--- src/rtl/shift_right_collect.sv ---
// shift_right_collect
//   Serial-in/parallel-out deserializer. Collects one SIn bit per clock with
//   SEn=1, assembles WIDTH bits into a word, and presents it on a held output
//   register with a Valid/Ready handshake. Sync restarts word assembly, and
//   Overrun sticks high once a completed word has been dropped.
//
// Parameters
//   WIDTH      word length in bits (>= 2)
//   MSB_FIRST  1: first received bit lands in D[WIDTH-1]; 0: lands in D[0]
// Ports
//   clk      rising-edge clock
//   rst_n    asynchronous active-low reset
//   SIn      serial data bit, sampled when SEn=1
//   SEn      bit-valid strobe
//   Sync     word alignment: clears the partial word before this cycle's shift
//   Ready    consumer accepts D when Valid=1 and Ready=1
//   D        last completed word, held until replaced
//   Valid    D holds an unconsumed word
//   Overrun  sticky: a completed word was dropped
//   BitCnt   bits collected in the current word
module shift_right_collect #(
  parameter int WIDTH     = 8,
  parameter bit MSB_FIRST = 1'b1
) (
  input  logic                     clk,
  input  logic                     rst_n,
  input  logic                     SIn,
  input  logic                     SEn,
  input  logic                     Sync,
  input  logic                     Ready,
  output logic [WIDTH-1:0]         D,
  output logic                     Valid,
  output logic                     Overrun,
  output logic [$clog2(WIDTH)-1:0] BitCnt
);

  localparam int CW = $clog2(WIDTH);
  localparam logic [CW-1:0] LAST = CW'(WIDTH - 1);

  logic [WIDTH-1:0] sreg;
  logic [WIDTH-1:0] sreg_base;
  logic [WIDTH-1:0] sreg_next;
  logic [CW-1:0]    cnt;
  logic [CW-1:0]    cnt_next;
  logic             complete;

  // Sync clears the partial word ahead of the shift, so a bit arriving in the
  // same cycle becomes bit 0 of the new word and can never complete a word.
  always_comb begin
    sreg_base = Sync ? '0 : sreg;
    sreg_next = sreg_base;
    cnt_next  = Sync ? '0 : cnt;
    complete  = 1'b0;
    if (SEn) begin
      if (MSB_FIRST) begin
        sreg_next = {sreg_base[WIDTH-2:0], SIn};
      end else begin
        sreg_next = {SIn, sreg_base[WIDTH-1:1]};
      end
      if (!Sync && (cnt == LAST)) begin
        complete = 1'b1;
        cnt_next = '0;
      end else begin
        cnt_next = cnt_next + CW'(1);
      end
    end
  end

  always_ff @(posedge clk or negedge rst_n) begin
    if (!rst_n) begin
      sreg    <= '0;
      cnt     <= '0;
      D       <= '0;
      Valid   <= 1'b0;
      Overrun <= 1'b0;
    end else begin
      sreg <= sreg_next;
      cnt  <= cnt_next;
      if (complete) begin
        // A word arriving while the consumer takes the old one replaces it
        // without a Valid gap; otherwise a pending word blocks and it drops.
        if (!Valid || Ready) begin
          D     <= sreg_next;
          Valid <= 1'b1;
        end else begin
          Overrun <= 1'b1;
        end
      end else if (Valid && Ready) begin
        Valid <= 1'b0;
      end
    end
  end

  assign BitCnt = cnt;

endmodule
--- config.mk ---
export PLATFORM = sky130hd
export DESIGN_NAME = shift_right_collect
export DESIGN_NICKNAME = d
export VERILOG_FILES = /design/src/rtl/shift_right_collect.sv
export SDC_FILE = /design/constraint.sdc
export NUM_CORES = 1
export LEC_CHECK = 0
export ABC_AREA = 1
export BUFFER_PORTS_ARGS = -buffer_cell sky130_fd_sc_hd__buf_2
export CAP_MARGIN = 10
export CORE_UTILIZATION = 40
export DETAILED_ROUTE_END_ITERATION = 7
export HOLD_SLACK_MARGIN = 0.1
export PLACE_DENSITY = 0.64
export SLEW_MARGIN = 25
export SYNTH_ARGS = -nofsm -noshare
export SYNTH_HDL_FRONTEND = slang
export SYNTH_SLANG_ARGS = --single-unit
--- constraint.sdc ---
create_clock -name clk -period 2.5 [get_ports clk]
set_input_delay 0.5 -clock clk [delete_from_list [all_inputs] [get_ports clk]]
set_output_delay 0.5 -clock clk [all_outputs]
set_load 0.05 [all_outputs]
After elaboration in Yosys (flattened, before gate mapping)
Cells that the tools add are included.
W data, S select, Z words.
Storage, ports and cells
  register bits: 21
  bits in latches: 0
  memory bits (writable): 0
  memory bits (read-only): 0
  input port bits: 6
  output and inout port bits: 13
  memories: 0
Operators by class
  $add $sub $neg: 1
  multipliers: 0
  div/mod/pow operators: 0
  magnitude comparators: 0
  equal/unequal tests: 2
  shift-type cells: 0
  multiplexer cells: 10
  bitwise operators: 1
  reductions and logical operators: 9
Operator list (number)
  $mux W8: 2
  $mux W3: 3
  $reduce_and A2 Y1: 3
  $mux W1: 5
  $add A3 B1 Y3 const B: 1
  $eq A3 B3 Y1 const B: 1
  $logic_and A1 B1 Y1: 2
  $logic_not A1 Y1: 2
  $ne A2 B1 Y1 const B: 1
  $reduce_bool A2 Y1: 1
  $logic_or A1 B1 Y1: 1
  $not A1 Y1: 1

Depth between registers and ports, before layout
Gate-level depths: netlist (run 1).
  word-level depth: 6
  mapped depth: 8
  depth with buffers taken out: 7

Worst setup path after synthesis (run 1)
Ideal clock, no wire load.
  kind: input-to-reg
  from: in Sync
  to: reg cnt[2], in the netlist BitCnt[2]
  library setup time: 119 ps
  data arrival time: 1242 ps
  data required time: 2381 ps
  slack: 1139 ps
  stages on the path: 8
  path buffers: 1
  cell sequence: inv_2 -> buf_4 -> nand2_1 -> inv_1 -> ha_1 -> nand2_1 -> xnor2_1 -> nor2_1
Between the ends
  cells in the longest elaborated chain, start to end: 4
  elaborated cells between the ends (all ways): 6
  classes of those cells: add/sub (1); mux (3); reduce/logical (2)
Ends and longest elaborated chain
  start, declared: RTL line 29  | input logic Sync,
  $mux W3 or $logic_not A1 Y1 (tied branches): RTL line 52, 60
  $add A3 B1 Y3 or $logic_and A1 B1 Y1 (tied branches): RTL line 64, 60
  $mux W3: RTL line 60  | if (!Sync && (cnt == LAST)) begin
  $mux W3 *: RTL line 54  | if (SEn) begin
  named net cnt_next[2]: RTL line 44  | logic [CW-1:0] cnt_next;
  end signal, assigned: RTL line 78  | cnt <= cnt_next;
  end, declared: RTL line 43  | logic [CW-1:0] cnt;
The timed path passes the listed nets; every way through them passes the cells marked *.
A chain may end at the register's enable or synchronous reset.

Worst setup path after layout (run 1)
  from: reg cnt[0], in the netlist BitCnt[0]
  to: out BitCnt[0]
RTL lines
  end, declared: RTL line 34  | output logic [$clog2(WIDTH)-1:0] BitCnt
No word-level cell between the ends.

==> results of run 1 <==
-- power by group through the flow --
| stage | combinational, mW | clock [mW] | sequential (mW) |
|---|---|---|---|
| 2_1_floorplan | 0.0228 | 0 | 0.381 |
| 3_3_place_gp | 0.0622 | 0 | 0.362 |
| 3_5_place_dp | 0.0636 | 0 | 0.361 |
| 4_1_cts | 0.0637 | 0.167 | 0.355 |
| 5_1_grt | 0.0688 | 0.184 | 0.356 |
| 6_report | 0.0629 | 0.160 | 0.355 |
-- cells in the final DEF, fill, tap and decap left out --
cell type	netlist	layout
nand2_1	34	34
dfrtp_1	21	21
nand3_1	21	21
buf_2	0	18
inv_1	4	4
nor2_1	4	4
clkbuf_4	0	3
inv_2	2	2
nand3_2	1	1
nor2_4	1	1
a21oi_1	1	1
xor2_1	1	1
xnor2_1	1	1
nand2_2	1	1
a21o_1	1	1
ha_1	1	1
clkinv_2	0	1
-- state kept, by name (all words and copies together) (netlist names) --
signal and flops:
D 8, sreg 8, BitCnt 3, Overrun 1
Valid 1
-- through the flow --
stage	instances	utilization (%)
global placement	139	48.9
finish	143	50.3
detailed placement	139	48.9
global route	143	50.3
floorplan	97	-
CTS	143	50.3
-- final cells by class --
cell class                      instances  area [um^2]  share of cell area [%]
Sequential cell                        21          526                    51.7
Timing Repair Buffer                   18         90.1                    8.86
Clock inverter                          1         5.00                   0.492
Inverter                                6         22.5                    2.21
Clock buffer                            3         22.5                    2.21
Multi-Input combinational cell         67          318                    31.2
Tap cell                               27         33.8                    3.32
-- worst paths after layout --
path | from | to | slack, ps
setup / recovery | BitCnt[0] | BitCnt[0] | 1020
hold / removal | rst_n | Overrun | 130
setup reg to reg | BitCnt[1] | D[3] | 1320
hold reg to reg | Overrun | Overrun | 470
max in group asynchronous | rst_n | sreg[4] | 2040
min in group clk | SIn | sreg[0] | 420
-- cell families (layout without fill, tap and decap cells) --
family | after synthesis | in the layout
AOI/OAI and AO/OA | 2 | 2
xor gates and xnor gates | 2 | 2
adders and majority gates | 1 | 1
buffers and inverters | 9 | 28
DFF | 21 | 21
and+or+nand+nor | 62 | 62
-- routing by layer --
layer,vias to the layer above,share of wire (%)
met3,2,4.4
met1,321,49
met2,23,46
li1,349,-
met4,0,0.82
met5,-,0
==> metrics.md, run 1 <==
| Metric | Value |
|---|---|
| Seq cells post-synth | `21` |
| Routability Congestion | `0.731` |
| Synthesized area per cell | `9.20 um^2` |
| RSZ-0062 raised after global routing | `false` |
| GRT overflow | `0` |
| DIE AREA | `2420 um^2` |
| Share of cells above drive strength 1 | `23.3%` |
| Largest cells by area after synthesis | `dfrtp_1 (59%), nand2_1 (14%), nand3_1 (12%)` |
| Vias | `695` |
| Register-to-Register Path Depth | `5` |
| Hold Crit Class | `in2async` |
| CP top delay family | `flip-flops` |
| Clock power frac | `27.6%` |
| Vias/cell | `4.86` |
| CP startpoint kind | `flip-flop` |
| Pre-CTS WS | `880 ps` |
| CTS tree | `done` |
| Crit. path cell count | `1` |
| Antenna-violating nets left | `0` |
| Count leader, synth | `nand2_1` |
| CP peak stage delay | `400 ps` |
| Async set-reset flop share out of synthesis | `100%` |
| Switching share of power | `26.9%` |
| Ys flop type | `dfrtp_1` |
| Worst Setup End Kind | `output pin` |
| Number of CTS-inserted buffers | `3` |
| WHS | `131 ps` |
| Root buffer cell | `clkbuf_4` |
| NumNets Final | `124` |
| Critical-path top delay cell | `dfrtp_1` |
| Worst-Skew Late Latency | `300 ps` |
| Worst Tran Pin Value | `465 ps` |
| I/O Buffers | `18` |
| Row cnt | `16` |
| Post-route clock period utilization | `59.2%` |
| # Max-Cap Violations | `0` |
| CP arrival | `980 ps` |
| Post-CTS Resized | `0` |
| Max FO, Critical Path | `3` |
| Most frequent cells after synthesis | `nand2_1 (34), dfrtp_1 (21), nand3_1 (21)` |
| Post-Syn Area | `892 um^2` |
| Sequential fraction of the synthesis area | `58.9%` |
| Adder-cell share of the synthesized area | `1.40%` |
| CTS H-tree lvls | `1` |
| Worst slew margin | `69.0%` |
| DIE HEIGHT | `49.2 um` |
| Post-Syn Nets | `104` |
| GRT Util Overall | `15.9%` |
| Largest family of logic cells by synthesized area | `simple AND/OR/NAND/NOR gates` |
| WL final | `1.72 mm` |
| Detailed placement HPWL | `1.27 mm` |
| Syn. warnings | `0` |
| Initial Util | `44.1%` |
| Xor and xnor area share after synthesis | `1.96%` |
| CTS max path bufs | `2` |
| Total power draw | `0.577 mW` |
| Mux share of post-synthesis cell area | `0%` |
| Diode count | `0` |
| GR Util met1 | `20.4%` |
| Dpl cell area | `990 um^2` |
| IO Pins | `19` |
| Yosys cell types | `16` |
| Area grow syn2layout | `14.0%` |
| Worst-path clk slew | `120 ps` |
| Crit Path Category | `reg2out` |
| Status | `completed` |
| WP buf/inv | `1` |
| Design area | `1020 um^2` |
| Worst setup margin | `1020 ps` |
| Flop pwr share | `61.5%` |
| Top cell type's share of synthesized area | `58.9%` |
| PwrDens | `567 nW/um^2` |
| Final Hold Fails | `0` |
| Setup Buffers After CTS | `0` |
| Post-synthesis compound-gate area fraction | `1.40%` |
| Sw Pwr | `0.155 mW` |
| Area leader, netlist | `dfrtp_1` |
| Fin. max-slew vios | `0` |
| Drt drc | `0` |
| Data required, critical path | `2000 ps` |
| Setup violators final | `0` |
| CTS Hold Bufs | `0` |
| Core box area | `2020 um^2` |
| Max Clk Rate | `676 MHz` |
| Vias in the first global route | `710` |
| Post-Syn Instances | `97` |
| Final worst path period need | `1480 ps` |
| First-pass GRT wire length | `2.95 mm` |
| DR iter-0 viols | `17` |
| Worst clock skew | `12.5 ps` |
| WL/cell | `12.0 um` |
| Pin count of the biggest net entering global routing | `22` |
| Max VDD drop | `0.308 mV` |
| Pint | `0.422 mW` |
| Synth Area in Simple Gates | `30.9%` |
| Post-synth EDFFs | `0` |
| Met2 Use GR | `25.3%` |
| Fin Setup TNS | `0 ps` |
| Die Width | `49.2 um` |
| Initial antenna violation count | `0` |
| Clock Sink Count | `21` |
| Fillers | `216` |
| CP Cell Sequence | `buf_2` |
| GR Util met3 | `2.49%` |
| Global route hottest layer | `met2` |
| First-pass DRT Iterations | `4` |
| Leak | `0.604 nW` |
| Combinational Power Share | `10.9%` |
Power figures use the tool's default switching activity.
==> run 2, diff against run 1 <==
--- a/config.mk
+++ b/config.mk
@@ -5,7 +5,7 @@
 export SDC_FILE = /design/constraint.sdc
 export NUM_CORES = 1
 export LEC_CHECK = 0
-export ABC_AREA = 1
+export ABC_AREA = 0
 export BUFFER_PORTS_ARGS = -buffer_cell sky130_fd_sc_hd__buf_2
 export CAP_MARGIN = 10
 export CORE_UTILIZATION = 40
==> constraint.sdc (replaced) <==
create_clock -name clk -period 1.5 [get_ports clk]
set_input_delay 0.3 -clock clk [delete_from_list [all_inputs] [get_ports clk]]
set_output_delay 0.3 -clock clk [all_outputs]
set_load 0.05 [all_outputs]
==> run 2 against run 1 <==
Effect of this change:
- global-route usage down 1.6 points
- critical endpoint is now D[0]
- largest power group unchanged
- sequential power up 66%
- largest cell class unchanged
- synthesized area down 3.4%
- die area down 3.2%
- clock power up 62%
- non-clock buffer count up 2
==> metrics.md, run 2 <==
| Metric | Value |
|---|---|
| Number of CTS-inserted buffers | `3 (unchanged)` |
| Crit Path Category | `reg2reg` |
| Final worst path period need | `1270 ps` |
| Area grow syn2layout | `18.1%` |
| Post-route clock period utilization | `84.4%` |
| Crit path launch | `BitCnt[1]` |
| Status | `completed` |
| Post-synth EDFFs | `0 (unchanged)` |
| Worst Setup End Kind | `flip-flop` |
| Vias | `535 (-23%)` |
| RR Startpoint | `BitCnt[1]` |
| Post-CTS Resized | `0 (unchanged)` |
| WL/cell | `12.2 um (+1.5%)` |
| Worst clock skew | `3.26 ps (-9.28 ps)` |
| Most frequent cells in the layout | `dfrtp_1 (20), buf_2 (18), nor2_1 (10)` |
| Detailed placement HPWL | `985 um (-22%)` |
| Post-Syn Instances | `64 (-34%)` |
| Fin Setup TNS | `0 ps (unchanged)` |
| Drt drc | `0 (unchanged)` |
| Routability Congestion | `0.717 (-1.9%)` |
| CTS tree | `done` |
| Core box area | `2000 um^2 (-0.99%)` |
| Setup Buffers After CTS | `0 (unchanged)` |
| Leak | `0.568 nW (-6.0%)` |
| # Max-Cap Violations | `0 (unchanged)` |
| Row cnt | `16 (unchanged)` |
| Inst Count DP | `108 (-22%)` |
| DIE HEIGHT | `48.4 um (-1.6%)` |
| Final Hold Fails | `0 (unchanged)` |
| Pre-CTS WS | `96.6 ps (-783 ps)` |
| CP peak stage delay | `360 ps (-40 ps)` |
| Sequential fraction of the synthesis area | `61.0% (+2.1 points)` |
| Worst-Skew Late Latency | `290 ps (about the same)` |
| Initial antenna violation count | `0 (unchanged)` |
| Vias/cell | `4.73 (-2.6%)` |
| Fin. max-slew vios | `0 (unchanged)` |
| Clock Sink Count | `21 (unchanged)` |
| WL final | `1.38 mm (-20%)` |
| Hold Crit Class | `in2reg` |
| PwrDens | `947 nW/um^2 (+67%)` |
| RSZ-0062 raised after global routing | `false` |
| Root buffer cell | `clkbuf_4` |
| DR iter-0 viols | `6 (-11)` |
| Yosys cell types | `18 (+2)` |
| First-pass DRT Iterations | `3 (-1)` |
| Worst setup margin | `234 ps (-787 ps)` |
| Final Non-Filler Cells | `113 (-21%)` |
| Worst Tran Pin Value | `457 ps (-8.24 ps)` |
| Worst slew margin | `69.5% (+0.55 points)` |
| Critical-path top delay cell | `dfrtp_2` |
| Max VDD drop | `0.452 mV (+47%)` |
| Max FO, Critical Path | `8 (+5)` |
| Share of cells above drive strength 1 | `30.2% (+7.0 points)` |
| Data required, critical path | `1680 ps (-320 ps)` |
| Pin count of the biggest net entering global routing | `22 (unchanged)` |
| Post-Syn Nets | `71 (-32%)` |
| Async set-reset flop share out of synthesis | `100% (unchanged)` |
| Ys flop type | `dfrtp_1` |
| GRT Util Overall | `14.3% (-1.6 points)` |
| GRT overflow | `0 (unchanged)` |
| Total power draw | `0.965 mW (+67%)` |
| DIE AREA | `2340 um^2 (-3.2%)` |
| CTS Hold Bufs | `1 (+1)` |
| Count leader, synth | `dfrtp_1` |
| Die Width | `48.4 um (-1.6%)` |
| Initial Util | `43.1% (-1.1 points)` |
| Diode count | `0 (unchanged)` |
| CP startpoint kind | `flip-flop` |
| CTS max path bufs | `2 (unchanged)` |
| Area leader, netlist | `dfrtp_1` |
| NumNets Final | `94 (-24%)` |
| Seq cells post-synth | `21 (unchanged)` |
| Largest cells by area after synthesis | `dfrtp_1 (61%), mux2_1 (10%), mux2i_1 (9.3%)` |
| Hold_sp | `SIn` |
| Synthesized area per cell | `13.5 um^2 (+46%)` |
| CP Cell Sequence | `nor2b_2 > nand3_4 > mux2_1` |
| Most frequent cells after synthesis | `dfrtp_1 (21), nor2_1 (10), mux2_1 (8), mux2i_1 (8), nand2_1 (3)` |
| Syn. warnings | `0 (unchanged)` |
| First-pass GRT wire length | `2.50 mm (-15%)` |
| IO Pins | `19 (unchanged)` |
| I/O Buffers | `18 (unchanged)` |
| Post-Syn Area | `862 um^2 (-3.4%)` |
| Max Clk Rate | `790 MHz` |
| Worst-path clk slew | `110 ps (about the same)` |
| Setup violators final | `0 (unchanged)` |
| CP arrival | `1450 ps (+470 ps)` |
| Top cell type's share of synthesized area | `61.0% (+2.1 points)` |
| Most common cell after layout, fill and taps aside | `dfrtp_1` |
| Vias in the first global route | `540 (-24%)` |
| CTS H-tree lvls | `1 (unchanged)` |
| Antenna-violating nets left | `0 (unchanged)` |
[run 2: cell count changes after synthesis, sizes merged, moves of 2 or more]
cell and delta:
nor2 +5, mux2 +8, nand2b +2, inv -6, nand2 -32, mux2i +8
nand3 -21, nor2b +2
[run 2: routing by layer]
metal	track usage (%)	share of wire (%)	vias to the layer above
met3	4.09	4.8	2
li1	-	-	259
met2	22.8	45	13
met1	17.8	48	261
met4	7.35	1.7	0
met5	0	0	-
[run 2: path summary, 6_finish.rpt]
check / depth (start not counted) / endpoint / slack (ps)
worst max-delay path: 3 / D[0] / 230
worst min-delay path: 2 / sreg[0] / 260
worst max register to register: 3 / D[0] / 230
worst min register to register: 1 / Overrun / 490
max in group asynchronous: 2 / BitCnt[1] / 680
min in group asynchronous: 2 / BitCnt[0] / 480
[run 2: final cells by class]
class	count	area, um^2
tap	27	33.8
clock buffer	4	26.3
timing repair buffer	20	108
fill	195	983
sequential	21	527
multi-input combinational	41	324
[run 2: worst max-delay path: cells and delay by family (launching register included)]
family           cells  cell delay [ps]
flip-flops           1              360
AND/OR/NAND/NOR      2              450
multiplexers         1              350
[run 2: stage by stage]
step,hold slack (ps),util [%],area [um^2]
after global placement,276,49.1,982
final,257,50.9,1020
after global routing,240,50.9,1020
after detailed placement,277,49.1,982
after CTS,244,50.9,1020
after floorplan,4.41,-,863
[run 2: cells by family after synthesis]
family,Yosys count,synth area share (%)
flops,21,61.0
xor+xnor,2,2.03
fa+ha+maj,1,1.45
compound gates,2,1.89
buf+inv,2,1.45
mux,16,19.7
simple gates,20,12.5
[run 2: power by group]
part / leakage, nW / internal [mW] / switching, mW
Sequential: 0.287 / 0.581 / 0.00832
Combinational: 0.266 / 0.0354 / 0.0798
Clock: 0.0150 / 0.103 / 0.157
